===== config.mk =====
export PLATFORM = sky130hd
export DESIGN_NAME = dmem_arbiter
export DESIGN_NICKNAME = d
export VERILOG_FILES = /design/src/rtl/dmem_arb_pkg.sv /design/src/rtl/dmem_arbiter.sv
export SDC_FILE = /design/constraint.sdc
export NUM_CORES = 1
export LEC_CHECK = 0
export ABC_AREA = 0
export CAP_MARGIN = 10
export CORE_AREA = 3 3 190 192
export CTS_CLUSTER_DIAMETER = 30
export DETAILED_ROUTE_END_ITERATION = 7
export DIE_AREA = 0 0 193 195
export PLACE_DENSITY = 0.4
export SETUP_SLACK_MARGIN = 0.05
export SYNTH_ARGS = -nofsm -noshare
export SYNTH_HDL_FRONTEND = slang
export SYNTH_SLANG_ARGS = --single-unit

===== constraint.sdc =====
create_clock -name clk -period 2.15 [get_ports clk]
set_input_delay 0.43 -clock clk [delete_from_list [all_inputs] [get_ports clk]]
set_output_delay 0.43 -clock clk [all_outputs]
set_load 0.05 [all_outputs]

===== src/rtl/dmem_arb_pkg.sv =====
// dmem_arbiter shared types: arbitration state and owner encoding.
// Imported by the arbiter and its testbench.
package dmem_arb_pkg;

  typedef enum logic [1:0] {
    CPU_LAST = 2'd0,
    DMA_LAST = 2'd1,
    DMA_LOCK = 2'd2
  } arb_state_e;

  localparam logic [1:0] OWN_NONE = 2'b00;
  localparam logic [1:0] OWN_CPU  = 2'b01;
  localparam logic [1:0] OWN_DMA  = 2'b10;

endpackage


===== src/rtl/dmem_arbiter.sv =====
// Round-robin arbiter sharing the data_mem port between the CPU MEM stage
// and a DMA/debug loader, with a bounded DMA locked burst.
module dmem_arbiter
  import dmem_arb_pkg::*;
#(
  parameter int ADDR_W    = 32,
  parameter int DATA_W    = 64,
  parameter int MAX_BURST = 4
) (
  input  logic              clk,
  input  logic              rst,
  input  logic              cpu_req,
  input  logic              cpu_we,
  input  logic [ADDR_W-1:0] cpu_addr,
  input  logic [DATA_W-1:0] cpu_wdata,
  output logic              cpu_gnt,
  output logic              cpu_stall,
  output logic [DATA_W-1:0] cpu_rdata,
  input  logic              dma_req,
  input  logic              dma_we,
  input  logic              dma_lock,
  input  logic [ADDR_W-1:0] dma_addr,
  input  logic [DATA_W-1:0] dma_wdata,
  output logic              dma_gnt,
  output logic [DATA_W-1:0] dma_rdata,
  output logic [ADDR_W-1:0] mem_addr,
  output logic [DATA_W-1:0] mem_wr_data,
  output logic              mem_wr_enable,
  output logic              mem_rd_enable,
  input  logic [DATA_W-1:0] mem_rd_data,
  output logic [1:0]        owner,
  output logic              lock_active
);

  localparam int CNT_W = $clog2(MAX_BURST + 1);
  localparam logic [CNT_W-1:0] MAX_C = CNT_W'(MAX_BURST);

  arb_state_e       r_state;
  arb_state_e       w_state_nxt;
  logic [CNT_W-1:0] r_cnt;
  logic [CNT_W-1:0] w_cnt_nxt;
  logic             w_cpu_gnt;
  logic             w_dma_gnt;
  logic             w_locked;

  assign w_locked = (r_state == DMA_LOCK) & dma_req & dma_lock;

  always_ff @(posedge clk) begin
    if (rst) begin
      r_state <= DMA_LAST;
      r_cnt   <= '0;
    end else begin
      r_state <= w_state_nxt;
      r_cnt   <= w_cnt_nxt;
    end
  end

  always_comb begin
    w_cpu_gnt   = 1'b0;
    w_dma_gnt   = 1'b0;
    w_state_nxt = r_state;
    w_cnt_nxt   = r_cnt;
    if (w_locked) begin
      if ((r_cnt < MAX_C) || !cpu_req) begin
        w_dma_gnt = 1'b1;
        if (r_cnt < MAX_C) w_cnt_nxt = r_cnt + 1'b1;
      end else begin
        // burst budget spent: hand one beat to the waiting CPU
        w_cpu_gnt   = 1'b1;
        w_state_nxt = CPU_LAST;
        w_cnt_nxt   = '0;
      end
    end else begin
      if (cpu_req && dma_req) begin
        w_dma_gnt = (r_state == CPU_LAST);
        w_cpu_gnt = (r_state != CPU_LAST);
      end else begin
        w_cpu_gnt = cpu_req;
        w_dma_gnt = dma_req;
      end
      w_cnt_nxt = '0;
      unique case (1'b1)
        w_cpu_gnt: w_state_nxt = CPU_LAST;
        w_dma_gnt: begin
          w_state_nxt = dma_lock ? DMA_LOCK : DMA_LAST;
          w_cnt_nxt   = dma_lock ? CNT_W'(1) : '0;
        end
        default: begin
          if (r_state == DMA_LOCK) w_state_nxt = DMA_LAST;
        end
      endcase
    end
  end

  always_comb begin
    mem_addr      = '0;
    mem_wr_data   = '0;
    mem_wr_enable = 1'b0;
    mem_rd_enable = 1'b0;
    cpu_rdata     = '0;
    dma_rdata     = '0;
    owner         = OWN_NONE;
    unique case (1'b1)
      w_cpu_gnt: begin
        owner         = OWN_CPU;
        mem_addr      = cpu_addr;
        mem_wr_data   = cpu_wdata;
        mem_wr_enable = cpu_we;
        mem_rd_enable = !cpu_we;
        if (!cpu_we) cpu_rdata = mem_rd_data;
      end
      w_dma_gnt: begin
        owner         = OWN_DMA;
        mem_addr      = dma_addr;
        mem_wr_data   = dma_wdata;
        mem_wr_enable = dma_we;
        mem_rd_enable = !dma_we;
        if (!dma_we) dma_rdata = mem_rd_data;
      end
      default: ;
    endcase
  end

  assign cpu_gnt     = w_cpu_gnt;
  assign dma_gnt     = w_dma_gnt;
  assign cpu_stall   = cpu_req & !w_cpu_gnt;
  assign lock_active = (r_state == DMA_LOCK);

endmodule


* Word-level counts from Yosys, hierarchy flattened
Index checks and enable logic that the tools add are counted.
** Word-level totals
- Register bits after elaboration :: 5
- Input port bits :: 263
- Output and inout bits :: 232
** Cells by class
- Add/sub/neg operators :: 1
- Magnitude comparators :: 1
- Eq/ne operators :: 3
- Multiplexer cells :: 27
- Bitwise gates (word level) :: 3
- Reductions and logical operators :: 10
** Operators with widths (count)
- 64-bit 2-to-1 mux :: 4
- 64-bit case mux with 2 select lines :: 1
- 32-bit case mux with 2 select lines :: 1
- 1-bit 2-to-1 mux :: 10
- 3-bit 2-to-1 mux :: 3
- 2-bit 2-to-1 mux :: 4
- 2-bit case mux with 2 select lines :: 2
- 1-bit logical NOT :: 4
- 1-bit case mux with 2 select lines :: 2
- 4-bit nonzero test :: 1
- 3-bit by 1-bit adder with 3-bit output (second input constant) :: 1
- 1-bit bitwise AND :: 3
- 3-bit less-than comparator (second input constant) :: 1
- 3-bit by 2-bit inequality test with 1-bit output (second input constant) :: 1
- 2-bit equality test (second input constant) :: 1
- 2-bit logical NOT :: 1
- 2-bit inequality test (second input constant) :: 1
- 2-bit AND reduction :: 1
- 2-bit nonzero test :: 1
- 1-bit logical AND :: 1
- 1-bit logical OR :: 1

* Depth between registers and ports, before layout
- Word-level depth :: 7
- Gate-level depth with buffers :: 7

* Worst setup path before layout
OpenSTA, ideal clock, no wires.
- Kind :: input port to output port
- From :: input port cpu_req
- To :: output port cpu_rdata[25]
- Arrival :: 2399 ps
- Required time :: 1720 ps
- Path slack :: -679 ps
- Stages :: 6
- Buffers on the path :: 3
- Path through :: buf_2 -> nor2b_1 -> a221oi_4 -> buf_2 -> buf_2 -> nor3b_1
** On the way
- Longest elaborated chain between the ends :: 5
- Elaborated cells on any way between the ends :: 8
- Those cells by class :: mux (5); reduce/logical (3)
** Ends and longest elaborated chain
- start, declared :: RTL line dmem_arbiter.sv:12 : input logic cpu_req,
- 1-bit logical AND / 1-bit logical NOT (equally long branches) :: RTL line dmem_arbiter.sv:74, dmem_arbiter.sv:64
- 1-bit 2-to-1 mux / 1-bit logical OR (equally long branches) :: RTL line dmem_arbiter.sv:74, dmem_arbiter.sv:64
- 1-bit 2-to-1 mux, on equally long branches :: RTL line dmem_arbiter.sv:63, dmem_arbiter.sv:64
- 1-bit 2-to-1 mux * :: RTL line dmem_arbiter.sv:63 : if (w_locked) begin
- 64-bit 2-to-1 mux * :: RTL line dmem_arbiter.sv:103 : unique case (1'b1)
- end, declared :: RTL line dmem_arbiter.sv:18 : output logic [DATA_W-1:0] cpu_rdata,
Every way passes the cells marked *; elsewhere a longest branch is shown, timed or not. The select of a mux whose other input is x is not followed.

* Final worst setup path
- From :: register r_state[0]
- To :: output port dma_rdata[40]
** On the way
- Longest elaborated chain between the ends :: 5
- Elaborated cells on any way between the ends :: 8
- Those cells by class :: eq/ne (1); mux (4); bitwise (2); reduce/logical (1)
** Ends and longest elaborated chain
- start, declared :: RTL line dmem_arbiter.sv:38 : arb_state_e r_state;
- start signal, assigned :: RTL line dmem_arbiter.sv:53 : r_state <= w_state_nxt;
- 2-bit equality test / 2-bit logical NOT (equally long branches) :: RTL line dmem_arbiter.sv:46, dmem_arbiter.sv:75
- 1-bit bitwise AND / 1-bit 2-to-1 mux (equally long branches) :: RTL line dmem_arbiter.sv:46, dmem_arbiter.sv:74
- 1-bit bitwise AND / 1-bit 2-to-1 mux (equally long branches) :: RTL line dmem_arbiter.sv:46, dmem_arbiter.sv:63
- 1-bit 2-to-1 mux * :: RTL line dmem_arbiter.sv:63
- 64-bit 2-to-1 mux * :: RTL line dmem_arbiter.sv:103
- end, declared :: RTL line dmem_arbiter.sv:25 : output logic [DATA_W-1:0] dma_rdata,
Marked as above.

==> flow_metrics.env <==
export IMPL_cp_top_family="buffers and inverters"
export IMPL_worst_endpoint_required_ns=1.72
export IMPL_dieArea_um2=37640
export IMPL_post_route_util_pct=33.54
export IMPL_timing_critical_path_buf_inv=4
export IMPL_grt_overflow_total=0
export IMPL_status="finished, violations left"
export IMPL_hold_path_cell_count=2
export IMPL_layout_common_cells="258 x clkdlybuf4s50_1, 96 x buf_12, 84 x a22o_4"
export IMPL_finalWirelength_mm=28.91
export IMPL_final_hold_violation_count=0
export IMPL_cap_viol_max_count=0
export IMPL_synth_avg_cell_area_um2=7.385
export IMPL_cp_arrival_ns=1.87
export IMPL_timing_slew_headroom_pct=74.13
export IMPL_power_leakage_uw=0.004861
export IMPL_synth_sequential_area_ratio_pct=4.415
export IMPL_timing_critical_path_depth=7
export IMPL_worst_slew_pin_transition_ns=0.3881
export IMPL_viasPerCell=3.723
export IMPL_worstHoldPathType="reg2reg"
export IMPL_totalPowerFinal_uw=4480
export IMPL_timing_worst_setup_path_type="reg2out"
export IMPL_grt_pass1_wl_mm=37.37
export IMPL_drt_wirelength_per_cell_um=22.18
export IMPL_grt_usage_pct=13.42
export IMPL_power_per_cell_area_nw_per_um2=386.7
export IMPL_finish_net_count=1113
export IMPL_netlist_area_um2=2267
export IMPL_max_stage_delay_ns=0.35
export IMPL_numCtsBuffers=3
export IMPL_io_pins=495
export IMPL_crit_chain="a21bo_4 -> buf_6 -> a211oi_4 -> buf_8 -> clkbuf_16 -> and2_2 -> buf_12"
export IMPL_max_freq_mhz=434.2
export IMPL_initial_antenna_violation_count=3
export IMPL_yosys_warnings=0
export IMPL_setup_violations=224
export IMPL_synth_nets=571
export IMPL_period_share_pct=107.1
export IMPL_worst_clock_skew_ns=0.0002193
export IMPL_worst_hold_startpoint="r_cnt[1]"
export IMPL_ir_drop_uv=171.7
export IMPL_drtAntennaViolNets=0
export IMPL_synth_cell_types=32
export IMPL_post_route_min_period_ns=2.303
export IMPL_cpMaxStageDelayCell="dfxtp_4"
export IMPL_reg2reg_setup_slack_ns=0.77
export IMPL_grt_setup_unrepaired="true"
export IMPL_gp_routability_congestion=0.7915
export IMPL_cts_sinks=5
export IMPL_antennaDiodeCount=0
export IMPL_die_height_um=195
export IMPL_failed_checks="negative setup slack"
export IMPL_detail_placement_hpwl_mm=23.40
export IMPL_endpoint_kind="primary output"
export IMPL_via_count=4851
export IMPL_finalSetupTns_ns=-17.72
export IMPL_maximum_number_of_pins_on_one_net_before_global_route_repair=66
export IMPL_fp_dieW_um=193
export IMPL_syn_to_final_growth_pct=411.0
export IMPL_critical_path_startpoint_type="flip-flop"
export IMPL_tritoncts="done"
export IMPL_number_of_remaining_drc_errors=0
export IMPL_cts_max_level=1
export IMPL_drtPass1Iterations=4
export IMPL_synthCells=307
export IMPL_ff2ff_path_depth=5
export IMPL_worstPathMaxFanout=16
export IMPL_final_layout_size_suffix_gt1_share_pct=66.16
export IMPL_ys_seq_elements=5
export IMPL_r2r_start="r_state[1]"
export IMPL_number_of_rows_created_at_floorplan=68
export IMPL_worstSkewPairLatency_ns=0.23
export IMPL_slew_violations=0
export IMPL_placement_io_buffers=494
export IMPL_setup_ws_ns=-0.1529
export IMPL_dpl_worst_slack_ns=-0.5465
export IMPL_worst_r2r_endpoint="r_cnt[1]"
export IMPL_placeableCoreArea_um2=34540
export IMPL_drtIter0Drc=111
export IMPL_cts_root_buffer_cell="clkbuf_16"
export IMPL_clock_path_buffers=2
export IMPL_hold_path_endpoint="r_cnt[1]"
export IMPL_most_common_cell_after_layout_fill_and_taps_aside="clkdlybuf4s50_1"
export IMPL_clkTransAtPathRegs_ns=0.03
export IMPL_initial_utilization_pct=6.563
export IMPL_first_global_vias=5164
==> cells by family after synthesis <==
group | count (synthesis) | synth area share (%)
AOI/OAI and AO/OA | 111 | 42.66
adders and majority gates | 1 | 0.5518
buffers and inverters | 47 | 9.492
DFF | 5 | 4.415
muxes | 1 | 0.4415
and+or+nand+nor | 142 | 42.44
==> flip-flops by register name (all words and copies together), names as in the netlist <==
register  cells
r_cnt         3
r_state       2
==> where the power goes <==
| part | total [µW] | leakage, µW | internal (µW) | switching, µW |
|---|---|---|---|---|
| clock | 307 | 0.0000382 | 246 | 61.6 |
| combinational | 4070 | 0.00478 | 1990 | 2080 |
| sequential | 101 | 0.0000419 | 96.7 | 3.80 |
==> routing by layer <==
metal	share of wire, %	global-route usage (%)
met5	0.073	0
met4	0.97	1.741
met3	11	5.063
met2	52	25.03
met1	36	14.70
==> worst min-delay path: stages (launching register included) <==
cell     delay (ns)
dfxtp_1        0.30
nand3_1        0.06
a21oi_1        0.06
==> final cells by class <==
cell class	instances	area [µm²]
multi-input cells	255	3578
clock buffers	4	78.83
fillers	3513	22960
flip-flops and latches	5	106.4
repair buffers	581	7234
inverters	3	17.52
well taps	455	569.3
==> through the flow <==
step	hold slack [ns]	cells	area, µm²
4_1_cts	0.4754	1292	11010
3_5_place_dp	0.4712	1268	9615
2_1_floorplan	0.4473	307	3468
3_3_place_gp	0.4569	1268	9615
5_1_grt	0.4984	1303	11580
6_report	0.4707	1303	11580
==> cells in the mapped netlist <==
cell,n,area [µm²]
clkbuf_2,6,30.03
nand2b_1,2,12.51
buf_6,2,22.52
clkbuf_1,25,93.84
o22a_1,1,8.760
a21oi_2,1,8.760
buf_4,1,7.510
o21a_1,1,7.510
dfxtp_1,5,100.1
inv_2,1,3.750
nor3_1,1,5.000
a211oi_1,1,7.510
a21oi_1,4,20.02
inv_1,2,7.510
nor2b_1,2,12.51
or3_1,1,6.260
a21bo_2,1,10.01
o21bai_1,2,15.01
o21ai_0,1,5.000
ha_1,1,12.51
a31o_2,1,8.760
mux2i_1,1,10.01
nor2_1,2,7.510
and2_1,65,406.6
a22o_1,97,849.6
nand3_1,2,10.01
nand2_1,1,3.750
or3b_2,1,8.760
and2_4,1,8.760
a221oi_4,1,26.28
nor3b_1,64,480.5
buf_2,10,50.05
==> worst max-delay path by stage <==
| stage | from | end | slack, ns |
|---|---|---|---|
| global route | r_cnt[2] | mem_addr[3] | -0.21 |
| CTS | cpu_req | mem_wr_data[3] | -0.16 |
| floorplan | cpu_req | dma_rdata[10] | 0.02 |
| finish | r_state[0] | dma_rdata[40] | -0.15 |
| global placement | cpu_req | mem_wr_data[16] | -0.51 |
| detailed placement | cpu_req | mem_addr[5] | -0.55 |
==> repair_timing <==
item,in CTS,in global routing
setup buffers,12,2
hold endpoints to repair,0,0
endpoints found under the setup margin,231,231
pin swaps,18,39
hold buffers,0,0
gates resized for setup,251,114
gates cloned,8,9
(Power assumes the default switching activity.)
